[src/rtl/ccd_pkg.sv]
// Shared definitions for the synthetic CCD source and the capture path it feeds:
// FSM encoding, pattern codes, data width and default frame timing.
package ccd_pkg;

    localparam int CCD_DATA_W  = 12;
    localparam int CCD_COORD_W = 16;

    // Default timing; DEF_ACTIVE_WIDTH must match the capture block's COLUMN_WIDTH.
    localparam int DEF_ACTIVE_WIDTH  = 1280;
    localparam int DEF_ACTIVE_HEIGHT = 1024;
    localparam int DEF_FV_TO_LV      = 16;
    localparam int DEF_H_BLANK       = 64;
    localparam int DEF_LV_TO_FV      = 16;
    localparam int DEF_V_BLANK       = 128;

    typedef enum logic [2:0] {
        ST_IDLE,
        ST_FV_LEAD,
        ST_LINE,
        ST_HBLANK,
        ST_FV_TAIL,
        ST_VBLANK
    } ccd_state_t;

    typedef enum logic [1:0] {
        PAT_HRAMP = 2'd0,
        PAT_VRAMP = 2'd1,
        PAT_CHECK = 2'd2,
        PAT_CONST = 2'd3
    } ccd_pat_t;

endpackage

[src/rtl/ccd_pattern_lut.sv]
// Combinational pixel generator: maps the pixel position, the latched pattern
// select and the latched constant to one 12-bit pixel value.
module ccd_pattern_lut
    import ccd_pkg::*;
(
    input  logic [11:0]           i_x,
    input  logic [11:0]           i_y,
    input  ccd_pat_t              i_pattern,
    input  logic [CCD_DATA_W-1:0] i_const,
    output logic [CCD_DATA_W-1:0] o_data
);

    always_comb begin
        o_data = '0;
        unique case (i_pattern)
            PAT_HRAMP: o_data = i_x;
            PAT_VRAMP: o_data = i_y;
            PAT_CHECK: o_data = (i_x[4] ^ i_y[4]) ? '1 : '0;
            PAT_CONST: o_data = i_const;
        endcase
    end

endmodule

[src/rtl/ccd_stream_gen.sv]
// Synthetic CCD sensor: emits frame-valid / line-valid / 12-bit pixel data with
// programmable active and blanking timing, standing in for the sensor pins.
module ccd_stream_gen
    import ccd_pkg::*;
#(
    parameter int ACTIVE_WIDTH  = DEF_ACTIVE_WIDTH,
    parameter int ACTIVE_HEIGHT = DEF_ACTIVE_HEIGHT,
    parameter int FV_TO_LV      = DEF_FV_TO_LV,
    parameter int H_BLANK       = DEF_H_BLANK,
    parameter int LV_TO_FV      = DEF_LV_TO_FV,
    parameter int V_BLANK       = DEF_V_BLANK
)
(
    input  logic                  iCLK,
    input  logic                  iRST,
    input  logic                  iEnable,
    input  logic [1:0]            iPattern,
    input  logic [CCD_DATA_W-1:0] iConstData,
    output logic [CCD_DATA_W-1:0] oDATA,
    output logic                  oFrameValid,
    output logic                  oLineValid,
    output logic [31:0]           oFrame_Counter,
    output logic                  oFrameDone,
    output logic                  oBusy
);

    localparam logic [CCD_COORD_W-1:0] LAST_X    = CCD_COORD_W'(ACTIVE_WIDTH - 1);
    localparam logic [CCD_COORD_W-1:0] LAST_Y    = CCD_COORD_W'(ACTIVE_HEIGHT - 1);
    localparam logic [CCD_COORD_W-1:0] LEAD_LOAD = CCD_COORD_W'(FV_TO_LV - 1);
    localparam logic [CCD_COORD_W-1:0] HBLK_LOAD = CCD_COORD_W'(H_BLANK - 1);
    localparam logic [CCD_COORD_W-1:0] TAIL_LOAD = CCD_COORD_W'(LV_TO_FV - 1);
    localparam logic [CCD_COORD_W-1:0] VBLK_LOAD = CCD_COORD_W'(V_BLANK - 1);

    ccd_state_t             r_state;
    logic [CCD_COORD_W-1:0] r_x;
    logic [CCD_COORD_W-1:0] r_y;
    logic [CCD_COORD_W-1:0] r_cnt;
    ccd_pat_t               r_pat;
    logic [CCD_DATA_W-1:0]  r_const;
    logic [CCD_DATA_W-1:0]  r_data;
    logic                   r_fv;
    logic                   r_lv;
    logic [31:0]            r_frame_cnt;
    logic                   r_done;
    logic                   r_busy;

    ccd_state_t             w_state_nx;
    logic [CCD_COORD_W-1:0] w_x_nx;
    logic [CCD_COORD_W-1:0] w_y_nx;
    logic [CCD_COORD_W-1:0] w_cnt_nx;
    logic                   w_start;
    logic [CCD_DATA_W-1:0]  w_pix;

    // Outputs are decoded from the next state/position so that the registered
    // oDATA, oLineValid and oFrameValid line up with the state they describe.
    always_comb begin
        // NOTE: every signal gets a default before the case so no path leaves
        // it unassigned; a missing default here would infer a latch.
        w_state_nx = r_state;
        w_x_nx     = r_x;
        w_y_nx     = r_y;
        w_cnt_nx   = r_cnt;
        w_start    = 1'b0;

        unique case (r_state)
            ST_IDLE: begin
                w_start = iEnable;
            end
            ST_FV_LEAD: begin
                if (r_cnt == '0) begin
                    w_state_nx = ST_LINE;
                    w_x_nx     = '0;
                end else begin
                    w_cnt_nx = r_cnt - 1'b1;
                end
            end
            ST_LINE: begin
                if (r_x == LAST_X) begin
                    w_x_nx = '0;
                    if (r_y < LAST_Y) begin
                        w_y_nx     = r_y + 1'b1;
                        w_cnt_nx   = HBLK_LOAD;
                        w_state_nx = ST_HBLANK;
                    end else begin
                        w_cnt_nx   = TAIL_LOAD;
                        w_state_nx = ST_FV_TAIL;
                    end
                end else begin
                    w_x_nx = r_x + 1'b1;
                end
            end
            ST_HBLANK: begin
                if (r_cnt == '0) begin
                    w_state_nx = ST_LINE;
                end else begin
                    w_cnt_nx = r_cnt - 1'b1;
                end
            end
            ST_FV_TAIL: begin
                if (r_cnt == '0) begin
                    w_cnt_nx   = VBLK_LOAD;
                    w_state_nx = ST_VBLANK;
                end else begin
                    w_cnt_nx = r_cnt - 1'b1;
                end
            end
            ST_VBLANK: begin
                if (r_cnt == '0) begin
                    w_start    = iEnable;
                    w_state_nx = ST_IDLE;
                end else begin
                    w_cnt_nx = r_cnt - 1'b1;
                end
            end
            default: w_state_nx = ST_IDLE;
        endcase

        if (w_start) begin
            w_state_nx = ST_FV_LEAD;
            w_cnt_nx   = LEAD_LOAD;
            w_x_nx     = '0;
            w_y_nx     = '0;
        end
    end

    // Pattern and constant are already latched whenever the next state is LINE.
    ccd_pattern_lut u_lut (
        .i_x       (w_x_nx[11:0]),
        .i_y       (w_y_nx[11:0]),
        .i_pattern (r_pat),
        .i_const   (r_const),
        .o_data    (w_pix)
    );

    // NOTE: sequential state uses non-blocking assignments so every flop
    // samples pre-edge values regardless of statement order.
    always_ff @(posedge iCLK or negedge iRST) begin
        if (!iRST) begin
            r_state     <= ST_IDLE;
            r_x         <= '0;
            r_y         <= '0;
            r_cnt       <= '0;
            r_pat       <= PAT_HRAMP;
            r_const     <= '0;
            r_data      <= '0;
            r_fv        <= 1'b0;
            r_lv        <= 1'b0;
            r_frame_cnt <= '0;
            r_done      <= 1'b0;
            r_busy      <= 1'b0;
        end else begin
            r_state <= w_state_nx;
            r_x     <= w_x_nx;
            r_y     <= w_y_nx;
            r_cnt   <= w_cnt_nx;
            if (w_start) begin
                r_pat       <= ccd_pat_t'(iPattern);
                r_const     <= iConstData;
                r_frame_cnt <= r_frame_cnt + 1'b1;
            end
            r_fv   <= (w_state_nx inside {ST_FV_LEAD, ST_LINE, ST_HBLANK, ST_FV_TAIL});
            r_lv   <= (w_state_nx == ST_LINE);
            r_data <= (w_state_nx == ST_LINE) ? w_pix : '0;
            r_done <= (r_state == ST_FV_TAIL) && (w_state_nx == ST_VBLANK);
            r_busy <= (w_state_nx != ST_IDLE);
        end
    end

    assign oDATA          = r_data;
    assign oFrameValid    = r_fv;
    assign oLineValid     = r_lv;
    assign oFrame_Counter = r_frame_cnt;
    assign oFrameDone     = r_done;
    assign oBusy          = r_busy;

endmodule

[config.mk]
export PLATFORM = sky130hd
export DESIGN_NAME = ccd_stream_gen
export DESIGN_NICKNAME = d
export VERILOG_FILES = /design/src/rtl/ccd_pkg.sv /design/src/rtl/ccd_pattern_lut.sv /design/src/rtl/ccd_stream_gen.sv
export SDC_FILE = /design/constraint.sdc
export NUM_CORES = 1
export LEC_CHECK = 0
export CORE_UTILIZATION = 50
export CTS_BUF_LIST = sky130_fd_sc_hd__clkbuf_8
export DETAILED_ROUTE_END_ITERATION = 8
export PLACE_DENSITY = 0.76
export SYNTH_ARGS = -nofsm -noshare
export SYNTH_HDL_FRONTEND = slang
export SYNTH_HIERARCHICAL = 1
export SYNTH_SLANG_ARGS = --single-unit
[constraint.sdc]
create_clock -name iCLK -period 3.9 [get_ports iCLK]
set_clock_uncertainty 0.1 [all_clocks]
set_input_delay 0.585 -clock iCLK [delete_from_list [all_inputs] [get_ports iCLK]]
set_output_delay 0.585 -clock iCLK [all_outputs]
set_load 0.01 [all_outputs]
# Yosys cells after proc, flatten, opt, wreduce, memory -nomap -nowiden
# Index checks and enable logic that the tools add are counted.
classes:
  n_reduce_logical: 16
  n_mux: 26
  add_sub_neg: 4
  n_shift: 0
  mul: 0
  n_eq_ne: 17
  div_mod_pow: 0
  bitwise_logic: 1
  n_lt_le_gt_ge: 1
ops:
  columns: ["op", "n"]
  rows:
  - ["$mux W16", 11]
  - ["$pmux W12 S4", 1]
  - ["$pmux W16 S3", 1]
  - ["$add A16 B1 Y16 const B", 2]
  - ["$add A32 B1 Y32 const B", 1]
  - ["$pmux W16 S2", 1]
  - ["$mux W12", 2]
  - ["$mux W3", 6]
  - ["$eq A16 B11 Y1 const B", 1]
  - ["$logic_not A16 Y1", 1]
  - ["$lt A16 B10 Y1 const B", 1]
  - ["$sub A16 B1 Y16 const B", 1]
  - ["$pmux W3 S5", 1]
  - ["$eq A3 B2 Y1 const B", 4]
  - ["$eq A3 B3 Y1 const B", 4]
  - ["$ne A3 B3 Y1 const B", 3]
  - ["$reduce_bool A4 Y1", 2]
  - ["$eq A3 B1 Y1 const B", 2]
  - ["$mux W6", 1]
  - ["$reduce_and A3 Y1", 2]
  - ["$reduce_bool A2 Y1", 3]
  - ["$reduce_bool A3 Y1", 2]
  - ["$eq A2 B2 Y1 const B", 2]
  - ["$logic_not A3 Y1", 1]
  - ["9 further kinds", 9]
word_totals:
  mem_bits_ro: 0
  input_bits: 17
  ram_bits: 0
  n_memories: 0
  latch_bits: 0
  reg_bits: 113

# Longest topological paths before layout
depth:
  ltp_word: 9
  ltp_mapped: 13
  mapped_depth_nobuf: 11

# Hierarchy
# The synthesis kept the hierarchy.
by_module_without_submodules:
  columns: ["mod", "n_inst", "cells_per_inst", "seq_area_each_um2", "area_each_um2"]
  rows:
  - ["ccd_stream_gen", 1, 577, 2827.7, 5544.1]
  - ["ccd_pattern_lut", 1, 56, 0.0, 394.1]

# Worst setup path before layout
# Ideal clock, no wire load.
synth_timing:
  path_kind: "reg2reg"
  from: "reg r_cnt[0]"
  to: "reg r_data[10], in the netlist oDATA[10]"
  path_buffers: 2
  t_arrival_ps: 2934
  required_time_ps: 3734
  setup_time_ps: 66
  path_stages_with_launch: 14
  slack_ps: 800
  path_cell_list: "dfrtp_1 inv_1 ha_1 or4b_1 nor4_1 a21oi_1 o22a_1 clkbuf_1 a22o_1 xnor2_1 a21o_1 buf_6 o21ai_1 and2_1"
synth_via:
  elab_chain_len: 8
  word_cells_on_any_way: 17
synth_rtl:
  columns: ["item", "line", "source"]
  rows:
  - ["start, declared", "ccd_stream_gen.sv:37", "logic [CCD_COORD_W-1:0] r_cnt;"]
  - ["start signal, assigned", "ccd_stream_gen.sv:155", "r_cnt <= w_cnt_nx;"]
  - ["$logic_not A16 Y1 *", "ccd_stream_gen.sv:70, ccd_stream_gen.sv:108", null]
  - ["$mux W16 or $mux W1 (tied branches)", "ccd_stream_gen.sv:70, ccd_stream_gen.sv:108", null]
  - ["$pmux W16 S2 or $pmux W1 S2 (tied branches)", "ccd_stream_gen.sv:65", "unique case (r_state)"]
  - ["$mux W16 *", "ccd_stream_gen.sv:118", "if (w_start) begin"]
  - ["net w_x_nx[4]", "ccd_stream_gen.sv:48", "logic [CCD_COORD_W-1:0] w_x_nx;"]
  - ["$xor A1 B1 Y1 *", "ccd_pattern_lut.sv:18", "PAT_CHECK: o_data = (i_x[4] ^ i_y[4]) ? '1 : '0;"]
  - ["$mux W12 *", "ccd_pattern_lut.sv:18", null]
  - ["$pmux W12 S4 *", "ccd_pattern_lut.sv:15", "unique case (i_pattern)"]
  - ["net w_pix[10]", "ccd_stream_gen.sv:52", "logic [CCD_DATA_W-1:0] w_pix;"]
  - ["$mux W12 *", "ccd_stream_gen.sv:163", "r_data <= (w_state_nx == ST_LINE) ? w_pix : '0;"]
  - ["end signal, assigned", "ccd_stream_gen.sv:163", null]
  - ["end, declared", "ccd_stream_gen.sv:40", "logic [CCD_DATA_W-1:0] r_data;"]
# Mark *: on every way through the listed nets, which the timed path passes. The rest lies on a longest branch. The select of a mux whose other input is x is not followed.
# A chain may end at the register's enable or synchronous reset.

# Worst setup path in the final report
layout_timing:
  from: "reg r_cnt[0]"
  to: "reg r_data[11], in the netlist oDATA[11]"
# Same word-level chain as after synthesis.

==> results.yml <==
cts:
  root_buffer: "clkbuf_8"
  cts_hold_buf: 0
  cts_buffers: 17
  post_cts_buffers: 0
  worstSkewPairLatency_ps: 450
  cts_max_level: 4
  cts_max_path_buffers: 2
  path_clk_slew_ps: 70
  cts_resized: 0
  cts.sinks: 113
  cts_tree: "yes"
power:
  p_switching_mw: 0.5250
  total_power_mw: 2.406
  swShare_pct: 21.82
  irDropWorstVdd_v: 0.0003443
  powerDensity_nw_per_um2: 337.4
  clock_power_share_pct: 49.6
  leakage_nw: 3.241
  power_frac_comb_pct: 1.7
  seq_power_share_pct: 48.7
  internal_power_mw: 1.881
status:
  run_status: "finished with violations"
  violations: "DRC"
setup_path:
  worstPathArrival_ps: 3570
  critPathLaunch: "r_cnt[0]"
  reg2reg_depth: 11
  worst_r2r_startpoint: "r_cnt[0]"
  r2r-end: "oDATA[11]"
  r2r_slack_ps: 570
  start_kind: "flop"
  path_class: "reg -> reg"
  endpoint_kind: "flop"
  worstPathRequired_ps: 4140
  crit_path_max_fanout: 11
layout:
  fin_util_pct: 61.94
  area_growth_pct: 20.12
  n_antenna_cell: 0
  drive_above_1_share_pct: 10.17
  fill_cells: 959
  nets: 716
  multi_input_area_um2: 2910
  regArea_um2: 2828
global_route:
  grt_usage_pct: 24.26
  grt_pass1_vias: 4835
  grt_antenna_before_repair: 0
  grt_pass1_wl_mm: 23.63
  overflow: 0
  grt_max_degree: 65
timing:
  whs_ps: 59.77
  finalCriticalPeriod_ps: 3326
  finalCritPeriodShare_pct: 85.27
  tightest_slew_ps: 1023
  setup_tns_ps: 0
  setup_viol: 0
  relSlewSlack_pct: 31.78
  clock.fmax_mhz: 300.7
  rsz0062_at_grt: "no"
  drv_slew: 0
  hold_violations: 0
synth:
  syn_inst: 633
  synthFlopType: "dfrtp_1"
  yosys_register_bits: 113
  yosys.cell_count.top_type: "dfrtp_1"
  synth-async-reset-ratio_pct: 100.0
  synth_seq_area_share_pct: 47.62
  yosysWarnings: 6
  syn-num-nets: 654
  synth_top_area_share_pct: 47.62
  syn_avg_cell_area_um2: 9.381
  synth-edff-count: 0
  netlist_area_um2: 5938
  synth.area.top_cells: "dfrtp_1, nand2_1, xor2_1"
  synth_cell_types: 56
  synth_common_cells: "dfrtp_1, nand2_1, nor2_1"
  synth_top_area_cell: "dfrtp_1"
routing:
  drtIter0Drc: 334
  num_vias: 5050
  viasPerCell: 5.934
  drtAntennaViolNets: 0
  drc: 6
  dr.pass1.iters: 7
  wl_mm: 14.12
  wire_per_inst_um: 16.59
floorplanning:
  die_height_um: 111.0
  die_w_um: 111.0
  die_area_um2: 12320
  rows: 39
  pin_count: 65
  start_util_pct: 51.56
  core_um2: 11520
placement:
  hpwlAfterDp_mm: 9.640
  io_buffer_count: 64
  routabilityCongestion: 0.8629
job:
  cap_violations: 0
hold_path:
  hp-class: "in -> async"
## final cells by class
class / instances / area share, %
tap: 143 / 2.508
sequential: 113 / 39.64
timing repair buffer: 73 / 10.07
inverter: 19 / 0.9998
clock inverter: 15 / 2.701
clock buffer: 17 / 3.280
multi-input combinational: 471 / 40.80
## how the worst max path moves through the flow
| stage | endpoint | slack, ps | cells after the start |
|---|---|---|---|
| detailed placement | oDATA[11] | 620 | 11 |
| global placement | oDATA[11] | 730 | 11 |
| finish | oDATA[11] | 570 | 11 |
| floorplan | oDATA[10] | 800 | 13 |
| CTS | oDATA[11] | 590 | 11 |
| global route | oDATA[11] | 360 | 11 |
## routing by layer
metal	track usage (%)	share of wire, %	vias up
li1	-	-	2407
met1	33.45	45	2474
met2	37.36	48	151
met3	5.413	5.6	18
met4	9.315	1.6	0
met5	0	0	-
## cell usage in the layout, fill, tap and decap left out, drive strengths merged, types with 15 or more instances in the layout
cell type / count
a21oi: 18
and2: 21
clkbuf: 17
clkdlybuf4s50: 63
dfrtp: 113
inv: 25
nand2: 98
nand3: 28
nand4: 15
nor2: 35
nor3: 28
nor4: 28
o21ai: 26
xor2: 25
## through the flow
stage	setup slack [ps]	instances	area [um^2]
global placement	728.0	819	6706
CTS	591.6	851	7133
detailed placement	619.2	819	6706
finish	574.3	851	7133
floorplan	799.9	633	5938
global route	364.2	851	7133
## cell families (layout without fill, tap and decap cells)
kind of cell / Yosys count / count (layout) / synth area share (%)
adder cells (fa/ha/maj): 4 / 4 / 0.8428
XOR/XNOR: 38 / 38 / 5.605
flip-flops: 113 / 113 / 47.62
multiplexers: 14 / 14 / 3.097
AND/OR/NAND/NOR: 306 / 306 / 26.53
AO/OA/AOI/OAI: 109 / 109 / 12.68
buffers and inverters: 49 / 124 / 3.624
## state kept, by name (all words and copies together), names as in the netlist
register	count
r_const	12
r_x	16
r_state	3
oFrameDone	1
oFrame_Counter	32
oLineValid	1
oBusy	1
oDATA	12
r_pat	2
oFrameValid	1
r_cnt	16
r_y	16
## power by group through the flow
stage	Combinational (mW)	Clock [mW]	Sequential, mW
after detailed placement	0.0436	0	1.19
after global routing	0.0487	1.26	1.17
after global placement	0.0433	0	1.19
final	0.0419	1.19	1.17
after floorplan	0.00132	0	1.19
after CTS	0.0439	1.22	1.17
## worst max-delay path: stages, from the launching register on
cell,delay [ps]
dfrtp_1,400
inv_1,60
ha_1,210
or4b_1,470
nor4_1,460
a21oi_1,160
o22a_1,240
a22o_1,280
xnor2_1,170
a21o_1,380
o21ai_0,150
and2_1,150
Power figures use the tool's default switching activity.
